[config.mk]
export PLATFORM = sky130hd
export DESIGN_NAME = ps2_host_tx
export DESIGN_NICKNAME = d
export VERILOG_FILES = /design/src/rtl/ps2_host_tx.sv
export SDC_FILE = /design/constraint.sdc
export NUM_CORES = 1
export LEC_CHECK = 0
export CAP_MARGIN = 20
export CORE_MARGIN = 2
export CORE_UTILIZATION = 30
export CTS_CLUSTER_SIZE = 8
export DETAILED_ROUTE_END_ITERATION = 10
export PLACE_DENSITY = 0.51
export SLEW_MARGIN = 5
export SYNTH_ARGS = -nofsm -noshare
export SYNTH_HDL_FRONTEND = slang
export SYNTH_SLANG_ARGS = --single-unit
export TNS_END_PERCENT = 50
[constraint.sdc]
create_clock -name clk -period 6.6 [get_ports clk]
set_input_delay 1.32 -clock clk [delete_from_list [all_inputs] [get_ports clk]]
set_output_delay 1.32 -clock clk [all_outputs]
set_load 0.005 [all_outputs]
[src/rtl/ps2_host_tx.sv]
// ps2_host_tx
//   Host-to-device PS/2 transmitter. Sends one command byte to the device over
//   the shared open-drain ps2_clk/ps2_data pair: inhibit, request-to-send,
//   ten device-clocked bits (8 data, odd parity, stop), then the ACK bit.
//
// Ports
//   clk, rst      system clock, asynchronous active-high reset
//   tx_data       command byte, captured when tx_valid & tx_ready
//   tx_valid      byte offered
//   tx_ready      high only while idle
//   ps2_clk       raw PS/2 clock line level (asynchronous)
//   ps2_data      raw PS/2 data line level (asynchronous)
//   ps2_clk_oe    1 = pull ps2_clk low, 0 = release
//   ps2_data_oe   1 = pull ps2_data low, 0 = release
//   busy          high whenever not idle (gates the receive path)
//   done          one-cycle pulse: transfer finished, ack_ok valid
//   ack_ok        held: 1 = device pulled data low on the 11th clock edge
//   error         one-cycle pulse: watchdog expired, lines released
//
// Handshake: a byte is transferred on a rising clk edge where tx_valid and
// tx_ready are both high. tx_valid while tx_ready is low is ignored; nothing
// is latched or queued.

module ps2_host_tx #(
   parameter int INHIBIT_CYCLES = 12000,
   parameter int START_TIMEOUT  = 1500000,
   parameter int XFER_TIMEOUT   = 200000
) (
   input  logic       clk,
   input  logic       rst,
   input  logic [7:0] tx_data,
   input  logic       tx_valid,
   output logic       tx_ready,
   input  logic       ps2_clk,
   input  logic       ps2_data,
   output logic       ps2_clk_oe,
   output logic       ps2_data_oe,
   output logic       busy,
   output logic       done,
   output logic       ack_ok,
   output logic       error
);

   localparam int MAX_CNT =
      (INHIBIT_CYCLES > START_TIMEOUT)
         ? ((INHIBIT_CYCLES > XFER_TIMEOUT) ? INHIBIT_CYCLES : XFER_TIMEOUT)
         : ((START_TIMEOUT > XFER_TIMEOUT) ? START_TIMEOUT : XFER_TIMEOUT);
   localparam int CW = $clog2(MAX_CNT + 1);

   localparam logic [CW-1:0] INH_LD   = CW'(INHIBIT_CYCLES);
   localparam logic [CW-1:0] START_LD = CW'(START_TIMEOUT);
   localparam logic [CW-1:0] XFER_LD  = CW'(XFER_TIMEOUT);
   localparam logic [CW-1:0] ONE      = CW'(1);

   typedef enum logic [3:0] {
      S_IDLE,
      S_INHIBIT,
      S_RTS,
      S_REQ,
      S_SEND,
      S_ACK,
      S_RELEASE,
      S_DONE,
      S_ERROR
   } state_t;

   state_t        state_q, state_n;
   logic [2:0]    sync_q;
   logic [1:0]    dsync_q;
   logic [CW-1:0] timer_q, timer_n;
   logic [9:0]    shift_q, shift_n;
   logic [3:0]    bit_cnt_q, bit_cnt_n;
   logic          clk_oe_q, clk_oe_n;
   logic          data_oe_q, data_oe_n;
   logic          tx_ready_q, tx_ready_n;
   logic          busy_q, busy_n;
   logic          done_q, done_n;
   logic          ack_ok_q, ack_ok_n;
   logic          error_q, error_n;

   logic fall;
   logic data_s;
   logic clk_s;
   logic timer_last;

   // A falling edge needs a high sample followed by a low one, so the host
   // releasing its own clock (low -> high) never looks like a device edge.
   assign fall       = sync_q[2] & ~sync_q[1];
   assign clk_s      = sync_q[1];
   assign data_s     = dsync_q[1];
   // One counter serves as the inhibit timer and the watchdog; both count
   // down and finish on the edge that would take them to zero.
   assign timer_last = (timer_q == ONE);

   always_ff @(posedge clk or posedge rst) begin
      if (rst) begin
         state_q    <= S_IDLE;
         sync_q     <= 3'b111;
         dsync_q    <= 2'b11;
         timer_q    <= '0;
         shift_q    <= '0;
         bit_cnt_q  <= '0;
         clk_oe_q   <= 1'b0;
         data_oe_q  <= 1'b0;
         tx_ready_q <= 1'b1;
         busy_q     <= 1'b0;
         done_q     <= 1'b0;
         ack_ok_q   <= 1'b0;
         error_q    <= 1'b0;
      end else begin
         state_q    <= state_n;
         sync_q     <= {sync_q[1:0], ps2_clk};
         dsync_q    <= {dsync_q[0], ps2_data};
         timer_q    <= timer_n;
         shift_q    <= shift_n;
         bit_cnt_q  <= bit_cnt_n;
         clk_oe_q   <= clk_oe_n;
         data_oe_q  <= data_oe_n;
         tx_ready_q <= tx_ready_n;
         busy_q     <= busy_n;
         done_q     <= done_n;
         ack_ok_q   <= ack_ok_n;
         error_q    <= error_n;
      end
   end

   always_comb begin
      state_n   = state_q;
      timer_n   = timer_q;
      shift_n   = shift_q;
      bit_cnt_n = bit_cnt_q;
      data_oe_n = data_oe_q;
      ack_ok_n  = ack_ok_q;

      case (state_q)
         S_IDLE: begin
            if (tx_valid && tx_ready_q) begin
               shift_n   = {1'b1, ~^tx_data, tx_data};
               bit_cnt_n = '0;
               timer_n   = INH_LD;
               state_n   = S_INHIBIT;
            end
         end

         // Device edges seen here are the echo of our own clock pull-down.
         S_INHIBIT: begin
            if (timer_last) begin
               state_n = S_RTS;
            end else begin
               timer_n = timer_q - ONE;
            end
         end

         S_RTS: begin
            timer_n = START_LD;
            state_n = S_REQ;
         end

         // The first device edge wins over a simultaneous watchdog expiry.
         S_REQ: begin
            if (fall) begin
               data_oe_n = ~shift_q[0];
               shift_n   = {1'b1, shift_q[9:1]};
               bit_cnt_n = 4'd1;
               timer_n   = XFER_LD;
               state_n   = S_SEND;
            end else if (timer_last) begin
               state_n = S_ERROR;
            end else begin
               timer_n = timer_q - ONE;
            end
         end

         // shift_q[0] always holds the bit for the next device edge; the
         // edge that carries the stop bit (count 9 -> 10) ends the phase.
         S_SEND: begin
            if (timer_last) begin
               state_n = S_ERROR;
            end else begin
               timer_n = timer_q - ONE;
               if (fall) begin
                  data_oe_n = ~shift_q[0];
                  shift_n   = {1'b1, shift_q[9:1]};
                  bit_cnt_n = bit_cnt_q + 4'd1;
                  if (bit_cnt_q == 4'd9) begin
                     state_n = S_ACK;
                  end
               end
            end
         end

         S_ACK: begin
            if (timer_last) begin
               state_n = S_ERROR;
            end else begin
               timer_n = timer_q - ONE;
               if (fall) begin
                  ack_ok_n = ~data_s;
                  state_n  = S_RELEASE;
               end
            end
         end

         // Wait for the device to let go of both lines before reporting.
         S_RELEASE: begin
            if (timer_last) begin
               state_n = S_ERROR;
            end else begin
               timer_n = timer_q - ONE;
               if (clk_s && data_s) begin
                  state_n = S_DONE;
               end
            end
         end

         S_DONE: begin
            state_n = S_IDLE;
         end

         S_ERROR: begin
            state_n = S_IDLE;
         end

         default: begin
            state_n = S_IDLE;
         end
      endcase

      if (state_n == S_ERROR) begin
         ack_ok_n = 1'b0;
      end

      // Every output is a registered decode of the state being entered.
      case (state_n)
         S_RTS, S_REQ: data_oe_n = 1'b1;
         S_SEND:       data_oe_n = data_oe_n;
         default:      data_oe_n = 1'b0;
      endcase

      clk_oe_n   = (state_n == S_INHIBIT) || (state_n == S_RTS);
      tx_ready_n = (state_n == S_IDLE);
      busy_n     = (state_n != S_IDLE);
      done_n     = (state_n == S_DONE);
      error_n    = (state_n == S_ERROR);
   end

   assign tx_ready    = tx_ready_q;
   assign busy        = busy_q;
   assign ps2_clk_oe  = clk_oe_q;
   assign ps2_data_oe = data_oe_q;
   assign done        = done_q;
   assign ack_ok      = ack_ok_q;
   assign error       = error_q;

endmodule

# ---- Word level (Yosys, flattened, before mapping)
# Cells that the tools add are included.
dict set report word_totals {
  in_bits 13
  ram_bits 0
  ff_bits 51
  latch_bits 0
  mem_count 0
  rom_bits 0
}
dict set report op_classes {
  shifts 0
  order_cmp 0
  n_mul 0
  eq_ne 21
  n_mux 33
  n_div 0
  reduce_logical 18
  addsub 2
  n_bitwise 4
}
# op count
set ops {}
lappend ops {{21-bit one-hot mux with 4 select lines} 1}
lappend ops {{21-bit 2-to-1 mux} 3}
lappend ops {{4-bit 2-to-1 mux} 15}
lappend ops {{10-bit 2-to-1 mux} 3}
lappend ops {{10-bit one-hot mux with 3 select lines} 1}
lappend ops {{4-bit one-hot mux with 7 select lines} 1}
lappend ops {{21-bit by 1-bit equality test with 1-bit output, second input constant} 1}
lappend ops {{21-bit by 1-bit subtractor with 21-bit output, second input constant} 1}
lappend ops {{4-bit by 3-bit equality test with 1-bit output, second input constant} 5}
lappend ops {{4-bit by 2-bit equality test with 1-bit output, second input constant} 4}
lappend ops {{4-bit one-hot mux with 3 select lines} 1}
lappend ops {{2-bit != test, second input constant} 5}
lappend ops {{4-bit by 1-bit equality test with 1-bit output, second input constant} 2}
lappend ops {{4-bit equality test, second input constant} 2}
lappend ops {{4-bit zero test} 2}
lappend ops {{4-bit nonzero test} 2}
lappend ops {{8-bit XNOR reduction} 1}
lappend ops {{1-bit 2-to-1 mux} 6}
lappend ops {{3-bit AND reduction} 2}
lappend ops {{5-bit AND reduction} 1}
lappend ops {{4-bit by 1-bit adder with 4-bit output, second input constant} 1}
lappend ops {{1-bit one-hot mux with 2 select lines} 2}
lappend ops {{2-bit AND reduction} 2}
lappend ops {{2-bit nonzero test} 2}
lappend ops {{other kinds (9)} 12}

# ---- Depth between registers and ports, before layout
dict set report logic_depth {
  ltp_word 8
  mapped_depth 11
}

# ---- Worst setup path after synthesis
# OpenSTA, ideal clock, no wires.
dict set report synth_timing {
  kind {flip-flop to flip-flop}
  startpoint {reg timer_q[1]}
  endpoint {reg data_oe_q (netlist: ps2_data_oe)}
  required_time_ns 6.475
  arrival_ns 2.619
  slack_ns 3.856
  path_buffers 2
  path_stages_with_launch 11
  cell_sequence {dfrtp_1 inv_1 ha_1 or4b_1 or4_4 buf_6 or3_1 buf_6 mux2i_1 a32o_2 mux2_2}
}
dict set report synth_between {
  elab_chain_cells 7
  elab_cells_between_ends 16
}
# item line_no
set synth_lines {}
lappend synth_lines {{start: declaration} 70} ;# logic [CW-1:0] timer_q, timer_n;
lappend synth_lines {{start signal: assignment} 114} ;# timer_q <= timer_n;
lappend synth_lines {{21-bit by 1-bit equality test with 1-bit output (*)} 93} ;# assign timer_last = (timer_q == ONE);
lappend synth_lines {{4-bit 2-to-1 mux} 167} ;# end else if (timer_last) begin
lappend synth_lines {{4-bit 2-to-1 mux} 161} ;# if (fall) begin
lappend synth_lines {{4-bit one-hot mux with 7 select lines (*)} 135} ;# case (state_q)
lappend synth_lines {{named net state_n[1]} 67} ;# state_t state_q, state_n;
lappend synth_lines {{4-bit by 2-bit equality test with 1-bit output / 4-bit by 3-bit equality test with 1-bit output (equally long branches)} 234} ;# case (state_n)
lappend synth_lines {{2-bit OR reduction, or another cell as far along} 234}
lappend synth_lines {{1-bit one-hot mux with 2 select lines / 2-bit AND reduction (equally long branches)} --}
lappend synth_lines {{end signal: assignment} 118} ;# data_oe_q <= data_oe_n;
lappend synth_lines {{end: declaration} 74} ;# logic data_oe_q, data_oe_n;
# The timed path passes the listed nets; every way through them passes the cells marked *.
# A chain may end at the register's enable or synchronous reset.

# ---- Final worst setup path
dict set report layout_timing {
  startpoint {in tx_valid}
  endpoint {reg timer_q[14]}
}
dict set report layout_between {
  elab_chain_cells 3
}
# item line_no
set layout_lines {}
lappend layout_lines {{start: declaration} 32} ;# input logic tx_valid,
lappend layout_lines {{1-bit logical AND} 137} ;# if (tx_valid && tx_ready_q) begin
lappend layout_lines {{2-bit != test (no source line)} --}
lappend layout_lines {{2-bit AND reduction (no source line)} --}
# Every way passes these cells.

==> PnR_summary.wiki <==
{| class="wikitable"
! Metric !! Value
|-
| RSZ-0062 raised after global routing || false
|-
| Gate power share || 5.2%
|-
| Number of global-route vias before repair || 2,295
|-
| Portion of the post-synthesis area used by sequential elements || 44.45%
|-
| Number of maximum-capacitance constraint violations || 0
|-
| Layout overhead on the synthesized area || 12.95%
|-
| First-pass GRT wire length || 11,360 um
|-
| Peak Freq || 292.5 MHz
|-
| Distinct cell type count of the synthesized netlist || 57
|-
| R2R setup slack || between 3 and 4 ns
|-
| Final critical-path required period || 3.419 ns
|-
| Register bit total from synthesis || 51
|-
| Clock power share || 35.2%
|-
| Total net switching power || between 100 and 150 uW
|-
| Min-delay worst type || reg -> reg
|-
| Die Span X || 102.1 um
|-
| Seq. cell area || 1284 um2
|-
| Ys async rst share || 100.0%
|-
| Worst slew pin tran || 0.9460 ns
|-
| Reg2reg path depth || 5
|-
| Post-Synthesis Mean Instance Area || 9.315 um2
|-
| End of the critical path || timer_q[14]
|-
| Status || finished clean
|-
| Number of placed I/O pins || 20
|-
| Worst-path maximum fanout || 16
|-
| Number of buffers inserted to repair setup after CTS || 0
|-
| Total of endpoints with negative setup slack in the final report || 0
|-
| Number of resized instances in the post-cts repair step || 0
|-
| Hold Fails Final Rpt || 0
|-
| Core area || 9284 um2
|-
| Clock Path Buffers || 2
|-
| Largest vdd supply drop || just over 0.07 mV
|-
| Detail Placement HPWL || ~4600 um
|-
| Clk pin slew, worst setup/hold paths || 0.10 ns
|-
| Routed vias || 2,333
|-
| Setup CP Type || in -> reg
|-
| Syn Nets || 327
|-
| CP Capture Type || flop
|-
| Overall overflow remaining after global route || 0
|-
| Worst R2R Start || timer_q[13]
|-
| Floorplan die area || between 10,000 and 15,000 um2
|-
| Reg-to-reg critical path endpoint || shift_q[0]
|-
| Clock tree from TritonCTS || done
|-
| Main synth FF type || sky130_fd_sc_hd__dfrtp_1
|-
| Count of inserted antenna diode cells || 0
|-
| Die Span Y || ~100 um
|-
| Antenna viol nets, final || 0
|-
| Post-route setup TNS || 0 ns
|-
| Data arrival at the endpoint of the critical path || 3.59 ns
|-
| Kind of launch point of the worst setup path || input port
|-
| GRT Overall Usage || 13.58%
|-
| Combined area of the multi-input logic cells || ~1500 um2
|-
| H-tree depth || 2
|-
| Count of hold buffers inserted by post-cts repair || 0
|-
| Fraction of final layout cells with drive strength greater than 1 || approximately 7.4%
|-
| Leakage || 1.283 nW
|-
| Fill cells || 1,005
|-
| Launching instance or port of the critical path || tx_valid
|-
| Clock insertion delay at the later pin of the skew report || slightly above 0.3 ns
|-
| Clock tree root buffer cell || sky130_fd_sc_hd__clkbuf_8
|-
| Drt first-iter violations || 143
|-
| Total wire length || 6587 um
|-
| Detailed-routing iteration count for the pre-antenna-repair pass || 4
|-
| TritonCTS Buffers || 5
|-
| Count of final max-slew check failures || 0
|-
| Initial antenna violation count || 0
|-
| Core Rows || 35
|-
| RD Place Congestion || about 0.8
|-
| Starting utilization of the core area || 31.11%
|-
| Post-synth EDFFs || 0
|-
| Share of the clock period used by the worst path after layout || 51.80%
|-
| Avg Vias per Cell || 5.150
|-
| Required time of the critical path || slightly below 7 ns
|-
| Total standard cell area after synthesis || 2888 um2
|-
| Number of instances in the synthesized netlist || 310
|-
| Count of unresolved DRC violations after routing || 0
|-
| Final net count || 340
|-
| Sinks on the clock net || 51
|-
| Count of placed standard cells in the final layout, fillers left out || 453
|-
| Worst slew margin || 36.70%
|-
| Pin count of the biggest net entering global routing || 52
|-
| Fin Clk Skew || 0.01104 ns
|-
| Pwr/cell area || 162.5 nW/um2
|-
| PortBufs || 19
|-
| Number of cells after detailed placement || 444
|-
| Syn. warnings || 0
|-
| Wire per inst || roughly 15 um
|-
| Part of the power in registers || between 50% and 60%
|-
| Switching fraction of total power || 23.53%
|-
| Internal || 405.4 uW
|}
[cells in the final DEF (no fill, tap or decap), drive strengths merged, types with 3 or more instances in the layout]
cell type and instances:
and3 3, nand2b 7, o211ai 7, inv 11, clkdlybuf4s50 19, nor2b 5, mux2i 14, o21a 4
nor2 18, xnor2 6, ha 4, nand4 3, nor3 12, o21ai 22, a31oi 4, a21oi 19
dfstp 6, o31ai 5, xor2 3, nand2 32, nand3b 4, a211oi 4, dfrtp 45, nand3 9
clkbuf 6, or4 6, nor4 4, or3 6
[power groups by stage]
stage / logic (mW) / clock network (mW) / registers [mW]
floorplan: 0.0166 / 0 / 0.322
global placement: 0.0289 / 0 / 0.322
detailed placement: 0.0288 / 0 / 0.322
CTS: 0.0290 / 0.194 / 0.316
global route: 0.0316 / 0.207 / 0.316
finish: 0.0278 / 0.186 / 0.316
[critical path, cell delays in order]
cell	delay, ns
sky130_fd_sc_hd__clkdlybuf4s50_1	0.48
sky130_fd_sc_hd__a21oi_1	0.08
sky130_fd_sc_hd__a21oi_1	0.53
sky130_fd_sc_hd__inv_1	0.45
sky130_fd_sc_hd__or4_1	0.51
sky130_fd_sc_hd__o211ai_1	0.10
sky130_fd_sc_hd__o311ai_1	0.12
[cells by family after synthesis]
family	synth area share, %
simple gates	22.92
compound gates	18.81
xor+xnor	2.730
buf+inv	4.116
fa+ha+maj	1.733
mux	5.242
flops	44.45
[Yosys cell counts (3+ instances only)]
cell                       instances  area [um2]
sky130_fd_sc_hd__nor4_1            4       25.02
sky130_fd_sc_hd__nand2_1          32       120.1
sky130_fd_sc_hd__xnor2_1           6       52.55
sky130_fd_sc_hd__nor2_1           18       67.56
sky130_fd_sc_hd__ha_1              4       50.05
sky130_fd_sc_hd__buf_6             3       33.78
sky130_fd_sc_hd__nand3b_1          4       30.03
sky130_fd_sc_hd__o31ai_1           5       37.54
sky130_fd_sc_hd__inv_1            10       37.54
sky130_fd_sc_hd__nand4_1           3       18.77
sky130_fd_sc_hd__a211oi_1          4       30.03
sky130_fd_sc_hd__or3_1             6       37.54
sky130_fd_sc_hd__clkbuf_1          9       33.78
sky130_fd_sc_hd__and3_1            3       18.77
sky130_fd_sc_hd__nor3_1           12       60.06
sky130_fd_sc_hd__o21ai_1          12       60.06
sky130_fd_sc_hd__nand2b_1          7       43.79
sky130_fd_sc_hd__dfstp_2           6       157.7
sky130_fd_sc_hd__dfrtp_1          45        1126
sky130_fd_sc_hd__nand3_1           9       45.04
sky130_fd_sc_hd__nor2b_1           5       31.28
sky130_fd_sc_hd__a31oi_1           4       25.02
sky130_fd_sc_hd__o211ai_1          7       52.55
sky130_fd_sc_hd__or4_1             4       30.03
sky130_fd_sc_hd__xor2_1            3       26.28
sky130_fd_sc_hd__mux2i_1          14       140.1
sky130_fd_sc_hd__o21a_1            4       30.03
sky130_fd_sc_hd__a21oi_1          19       95.09
sky130_fd_sc_hd__o21ai_0           9       45.04
[final cells by class]
| class | instances | area share [%] |
|---|---|---|
| clock inverter | 2 | 0.4987 |
| timing repair buffer | 21 | 6.291 |
| clock buffer | 6 | 2.225 |
| inverter | 10 | 1.151 |
| multi-input combinational | 234 | 45.53 |
| sequential | 51 | 39.36 |
| tap | 129 | 4.948 |
[how the worst min path moves through the flow]
stage,from,to,depth (start not counted)
6_report,sync_q[0],sync_q[1],0
4_1_cts,sync_q[0],sync_q[1],0
3_3_place_gp,dsync_q[0],dsync_q[1],0
5_1_grt,dsync_q[0],dsync_q[1],0
2_1_floorplan,dsync_q[0],dsync_q[1],0
3_5_place_dp,sync_q[0],sync_q[1],0
[metrics by stage]
step,util (%),setup slack (ns),power [mW],instance area (um2),hold WS [ns]
2_1_floorplan,-,3.856,0.3383,2888,0.3452
3_3_place_gp,34.10,3.014,0.3508,3166,0.3466
3_5_place_dp,34.10,2.880,0.3508,3166,0.3476
4_1_cts,35.05,3.222,0.5394,3254,0.3632
5_1_grt,35.13,2.910,0.5544,3262,0.3676
6_report,35.13,3.181,0.5302,3262,0.3607
[layer usage]
metal	global-route usage [%]	routed length, um
met3	2.462	290
met2	22.12	3089
met4	2.872	40
met5	0	0
met1	18.98	3167
[registers in the layout, summed over array words and instances, names as in the netlist]
signal       cells
ack_ok           1
bit_cnt_q        4
busy             1
done             1
dsync_q          2
error            1
ps2_clk_oe       1
ps2_data_oe      1
shift_q         10
state_q          4
sync_q           3
timer_q         21
tx_ready         1
Power figures use the tool's default switching activity.
==> variant 1 (same flow settings) <==
Make the reset (`rst`) synchronous in one clocked block. Comments in the files are not updated.
--- a/src/rtl/ps2_host_tx.sv
+++ b/src/rtl/ps2_host_tx.sv
@@ -94,3 +94,3 @@
 
-   always_ff @(posedge clk or posedge rst) begin
+   always_ff @(posedge clk) begin
       if (rst) begin
Behaviour: differs if rst is asserted again (counterexample within 4 cycles, from zero or initial values and one cycle with rst high); with rst held inactive, the same outputs for 10 cycles.
==> variant 1 against the unedited design <==
  * Sequential cell count unchanged
  * Register-to-register slack improved by 0.56 ns
  * Sequential share of layout area decreased by 6.9 points
  * Fmax increased by 11%
  * Synthesized area decreased by 3.5%
  * Cell area decreased by 3.6%
  * Routed wire length increased by 0.21%
  * Setup slack improved by 0.33 ns
  * Clock skew increased by 0.0015 ns
Power is not compared: it rests on default switching activity, and its combinational part moved more than twofold at a synthesized area within 25%.
==> variant 1: results (changes against the unedited design) <==
drt:
  via_per_inst: 5.37  # +4.3%
  wl_mm: 6.60  # +0.21%
  drt-pass1-iter-count: 4  # unchanged
  routedWlPerCell_microns: 14.9  # +2.7%
  drc: 0  # unchanged
  drt-initial-drc-count: 89  # -38%
setup_path:
  arrival_ns: 3.29  # -0.30 ns
  critPathSlowestCell: "a41o_1"
  r2r_slack_ns: 3.91  # +0.56 ns
  r2r_cells: 6  # +1
  r2r-end: "bit_cnt_q[3]"
  slowest_delay_ns: 0.75  # +0.22 ns
  path_max_fanout: 24  # +8
  r2r-start: "timer_q[14]"
power:
  p_leak_nw: 1.18
  worst_ir_drop_vdd_uv: 106
  swShare: 0.323
synth:
  yosys-top-cells-area: "dfxtp_1 37%, nor2_1 6.3%, mux2i_1 4.3%, a211oi_2 4.0%, xnor2_1 3.1%"
  syn_nets: 336  # +2.8%
  synth.yosys.warnings: 0  # unchanged
  syn_area_per_cell_sq_um: 8.73  # -6.2%
  synth-seq-area-share: 0.366  # -0.0781
  synthArstFlopShare: 0  # -1.00
  ys_top_cells_by_count: "51 x dfxtp_1, 47 x nor2_1, 16 x a21oi_1, 15 x nand2_1, 14 x o21ai_0"
  yosys.cell_types.count: 67  # +18%
timing:
  whs_ns: 0.419  # +0.0585 ns
  fin_skew_ns: 0.0125  # +0.00150 ns
  worst_slew_pin_slew_ns: 0.915  # -0.0307 ns
placed_design:
  gp_congestion: 0.782  # -3.3%
  place_hpwl_mm: 4.49  # -2.0%
  postPlaceCellArea_sq_um: 3040  # -3.9%
  io_buffers: 19  # unchanged
  numPlacedInstances: 435  # -2.0%
clock_tree:
  clockBufferDepth: 2  # unchanged
  path_clk_slew_ns: 0.10  # about the same
  clock_latency_ns: 0.31  # about the same
  clockRootBuffer: "clkbuf_8"
  cts_max_level: 2  # unchanged
  post_cts_resized: 0  # unchanged
  cts_buffers: 5  # unchanged
  cts_setup_buffers: 0  # unchanged
finish:
  n_antenna_cell: 0  # unchanged
  drive_gt1_frac: 0.118  # +0.0438
  top_regs: "timer_q: 21 flops, shift_q: 10 flops"
  fin_nets: 348  # +2.4%
  top_register: "timer_q"
global_route:
  track_usage: 0.136  # -0.000214
  grt_pass1_vias: 2261  # -1.5%
  antenna_found_initial: 0  # unchanged
  grt_max_degree: 39  # -25%
  grt_pass1_wl_mm: 11.0  # -3.2%
worst_hold_path:
  min_path_cells: 1  # +1
  hold_start: "sync_q[0]"
  hold_path_class: "reg -> reg"
  min_to: "sync_q[1]"
outcome:
  status: "complete, no violations"
-- variant 1: cell count changes after synthesis, sizes merged, moves of 8 or more --
cell    before  now
a211oi       4   12
dfrtp       45    0
dfxtp        0   51
nand2       32   16
nor2        18   48
-- variant 1: cells by family (layout without fill, tap and decap cells) --
group | after synthesis | after routing | share of synthesized area
adder cells (fa/ha/maj) | 5 | 5 | 0.0216
multiplexers | 13 | 13 | 0.0472
flip-flops | 51 | 51 | 0.366
XOR/XNOR | 17 | 17 | 0.0534
AND/OR/NAND/NOR | 134 | 134 | 0.268
AO/OA/AOI/OAI | 76 | 76 | 0.202
buffers and inverters | 23 | 35 | 0.0422
-- variant 1: how the worst max path moves through the flow --
stage / startpoint / endpoint / cells after the start
3_5_place_dp: tx_valid / bit_cnt_q[3] / 6
2_1_floorplan: tx_valid / timer_q[4] / 6
5_1_grt: tx_valid / bit_cnt_q[3] / 6
6_report: tx_valid / bit_cnt_q[3] / 6
3_3_place_gp: tx_valid / bit_cnt_q[3] / 6
4_1_cts: tx_valid / bit_cnt_q[3] / 6
-- variant 1: power groups by stage --
stage	registers, W	logic [W]	clock network [W]
2_1_floorplan	0.000355	0.000160	0
3_3_place_gp	0.000363	0.000197	0
3_5_place_dp	0.000364	0.000199	0
4_1_cts	0.000357	0.000200	0.000227
5_1_grt	0.000362	0.000225	0.000240
6_report	0.000357	0.000199	0.000218
-- variant 1: metrics by stage --
step                setup WS (ns)   util
floorplan                    4.06      -
global placement             3.24  0.334
detailed placement           3.19  0.334
CTS                          3.51  0.345
global route                 3.31  0.345
finish                       3.51  0.345
-- variant 1: layout make-up --
class                   count  area (sq um)
clock inverters             1          30.0
flip-flops and latches     51          1020
well taps                 111           139
inverters                   6          22.5
repair buffers             22           213
fillers                   966          5960
multi-input cells         245          1650
clock buffers               6          72.6
-- variant 1: worst max-delay path: cells and delay by family --
family | cells | cell delay, ns
buffers and inverters | 1 | 0.50
multiplexers | 1 | 0.16
AO/OA/AOI/OAI | 2 | 0.84
AND/OR/NAND/NOR | 2 | 0.46
-- variant 1: routing by layer --
| layer | vias to the layer above | global-route usage | wire (microns) |
|---|---|---|---|
| met5 | - | 0 | 0 |
| met4 | 0 | 0.0390 | 60 |
| met3 | 5 | 0.0272 | 273 |
| met2 | 44 | 0.226 | 3050 |
| met1 | 1138 | 0.178 | 3220 |
| li1 | 1187 | - | - |
==> variant 2 (same settings) <==
Made on the original files. Change the parameter `START_TIMEOUT` from 1500000 to 3000000.
--- a/src/rtl/ps2_host_tx.sv
+++ b/src/rtl/ps2_host_tx.sv
@@ -25,3 +25,3 @@
    parameter int INHIBIT_CYCLES = 12000,
-   parameter int START_TIMEOUT  = 1500000,
+   parameter int START_TIMEOUT  = 3000000,
    parameter int XFER_TIMEOUT   = 200000
Formal check against the unedited RTL: same outputs for any inputs over 10 cycles, from zero or initial values and one cycle with rst high; that may be too few to reach the edited logic, so the function may still have changed.
==> variant 2 against the unedited design <==
  * Die area increased by 2.5%
  * Routed wire length grew 9.2%
  * Cell area up 3.5%
  * Clock skew barely moved
  * Synthesized area is 2.6% higher
  * Sequential share of layout area shrank 0.59 points
  * Setup slack gained 0.15 ns
  * Sequential cell count rose by 1
Power is not compared: it rests on default switching activity, and its combinational part moved more than twofold at a synthesized area within 25%.
==> variant 2: results (changes against the unedited design) <==
placed_design:
  numPlacedInstances: 464  # +4.5%
  gp_congestion: 0.901  # +11%
  pre_cts_ws_ns: 3.03  # +0.146 ns
  postPlaceCellArea_sq_um: 3280  # +3.7%
  place_hpwl_mm: 5.07  # +11%
setup_path:
  cp_top_family: "compound AO/OA/AOI/OAI gates"
  critPathSlowestCell: "a31oi_4"
  arrival_ns: 3.47  # -0.12 ns
  slowest_delay_ns: 0.59  # +0.06 ns
  r2r_cells: 6  # +1
  path_max_fanout: 26  # +10
finish:
  final_util: 0.349  # -0.00277
  inv_count: 13  # +3
  clock_area_frac: 0.0278  # +0.000564
  regArea_sq_um: 1310  # +1.9%
  final_cells: 472  # +4.2%
  num-multi-input-gates: 244  # +4.3%
  top_regs: "timer_q: 22 flops, shift_q: 10 flops"
  buffers: 22  # +4.8%
  layout.nonclk_buf_frac: 0.0630  # +0.000102
  multi_input_area_share: 0.458  # +0.00243
  clock_buffers: 7  # +1
  seq_area_frac: 0.388  # -0.00586
  fin_nets: 355  # +4.4%
  drive_gt1_frac: 0.0855  # +0.0115
  n_fill_cell: 997  # -0.80%
drt:
  via_per_inst: 5.22  # +1.3%
  routedWlPerCell_microns: 15.2  # +4.8%
  drt-initial-drc-count: 101  # -29%
synth:
  ys_top_cells_by_count: "46 x dfrtp_1, 27 x a21oi_1, 27 x nor2_1, 27 x o21ai_0, 18 x nand2_1"
  synth-seq-area-share: 0.442  # -0.00282
  yosys.cell_types.count: 58  # +1.8%
  synth-xor-area-share: 0.0236  # -0.00365
  syn_nets: 341  # +4.3%
  yosys-top-cells-area: "dfrtp_1 39%, dfstp_2 5.3%, a21oi_1 4.6%, o21ai_0 4.6%, nor2_1 3.4%"
  synth_adder_area_share: 0.0169  # -0.000439
  synthArstFlopShare: 1.00  # unchanged
  synthCells: 324  # +4.5%
  synth_compound_area_frac: 0.212  # +0.0235
  yosys-mux-area-fraction: 0.0393  # -0.0132
power:
  finalPower_w: 0.000760
  pwr-share-comb: 0.198
global_route:
  grt_max_degree: 53  # +1.9%
  grt_pass1_vias: 2290  # -0.22%
  grt_pass1_wl_mm: 11.8  # +3.8%
  track_usage: 0.142  # +0.00572
worst_hold_path:
  hold_path_class: "reg -> reg"
clock_tree:
  cts_setup_buffers: 0  # unchanged
  cts_num_sinks: 52  # +2.0%
  cts_max_level: 2  # unchanged
  cts_buffers: 5  # unchanged
outcome:
  status: "complete, no violations"
timing:
  fin_skew_ns: 0.0109  # -0.000159 ns
  worst_slew_pin_slew_ns: 0.798  # -0.148 ns
[variant 2: cell count changes in the layout (fill, tap and decap cells not counted), moves of 3 or more]
cell / delta
nand2_1: -14
o21ai_0: +18
mux2i_1: -5
o211ai_1: -4
nand2b_1: -4
o21ai_1: -12
a21o_1: +5
o21a_1: -3
a21oi_1: +8
o211a_1: +3
nand4b_1: +3
nor2_1: +9
nor4_1: +9
[variant 2: final timing paths]
kind / startpoint / to / slack, ns
min in group asynchronous: rst / ps2_data_oe / 1.51
max in group asynchronous: rst / timer_q[21] / 4.65
worst max-delay path: tx_valid / bit_cnt_q[3] / 3.33
worst min register to register: dsync_q[0] / dsync_q[1] / 0.36
worst min-delay path: dsync_q[0] / dsync_q[1] / 0.36
worst max register to register: timer_q[9] / bit_cnt_q[3] / 3.50
[variant 2: metal layers]
layer	GRT usage	vias up	part of all wire
met1	0.206	1186	0.50
met4	0.0395	0	0.012
met3	0.0242	5	0.037
li1	-	1228	-
met2	0.216	44	0.45
met5	0	-	0
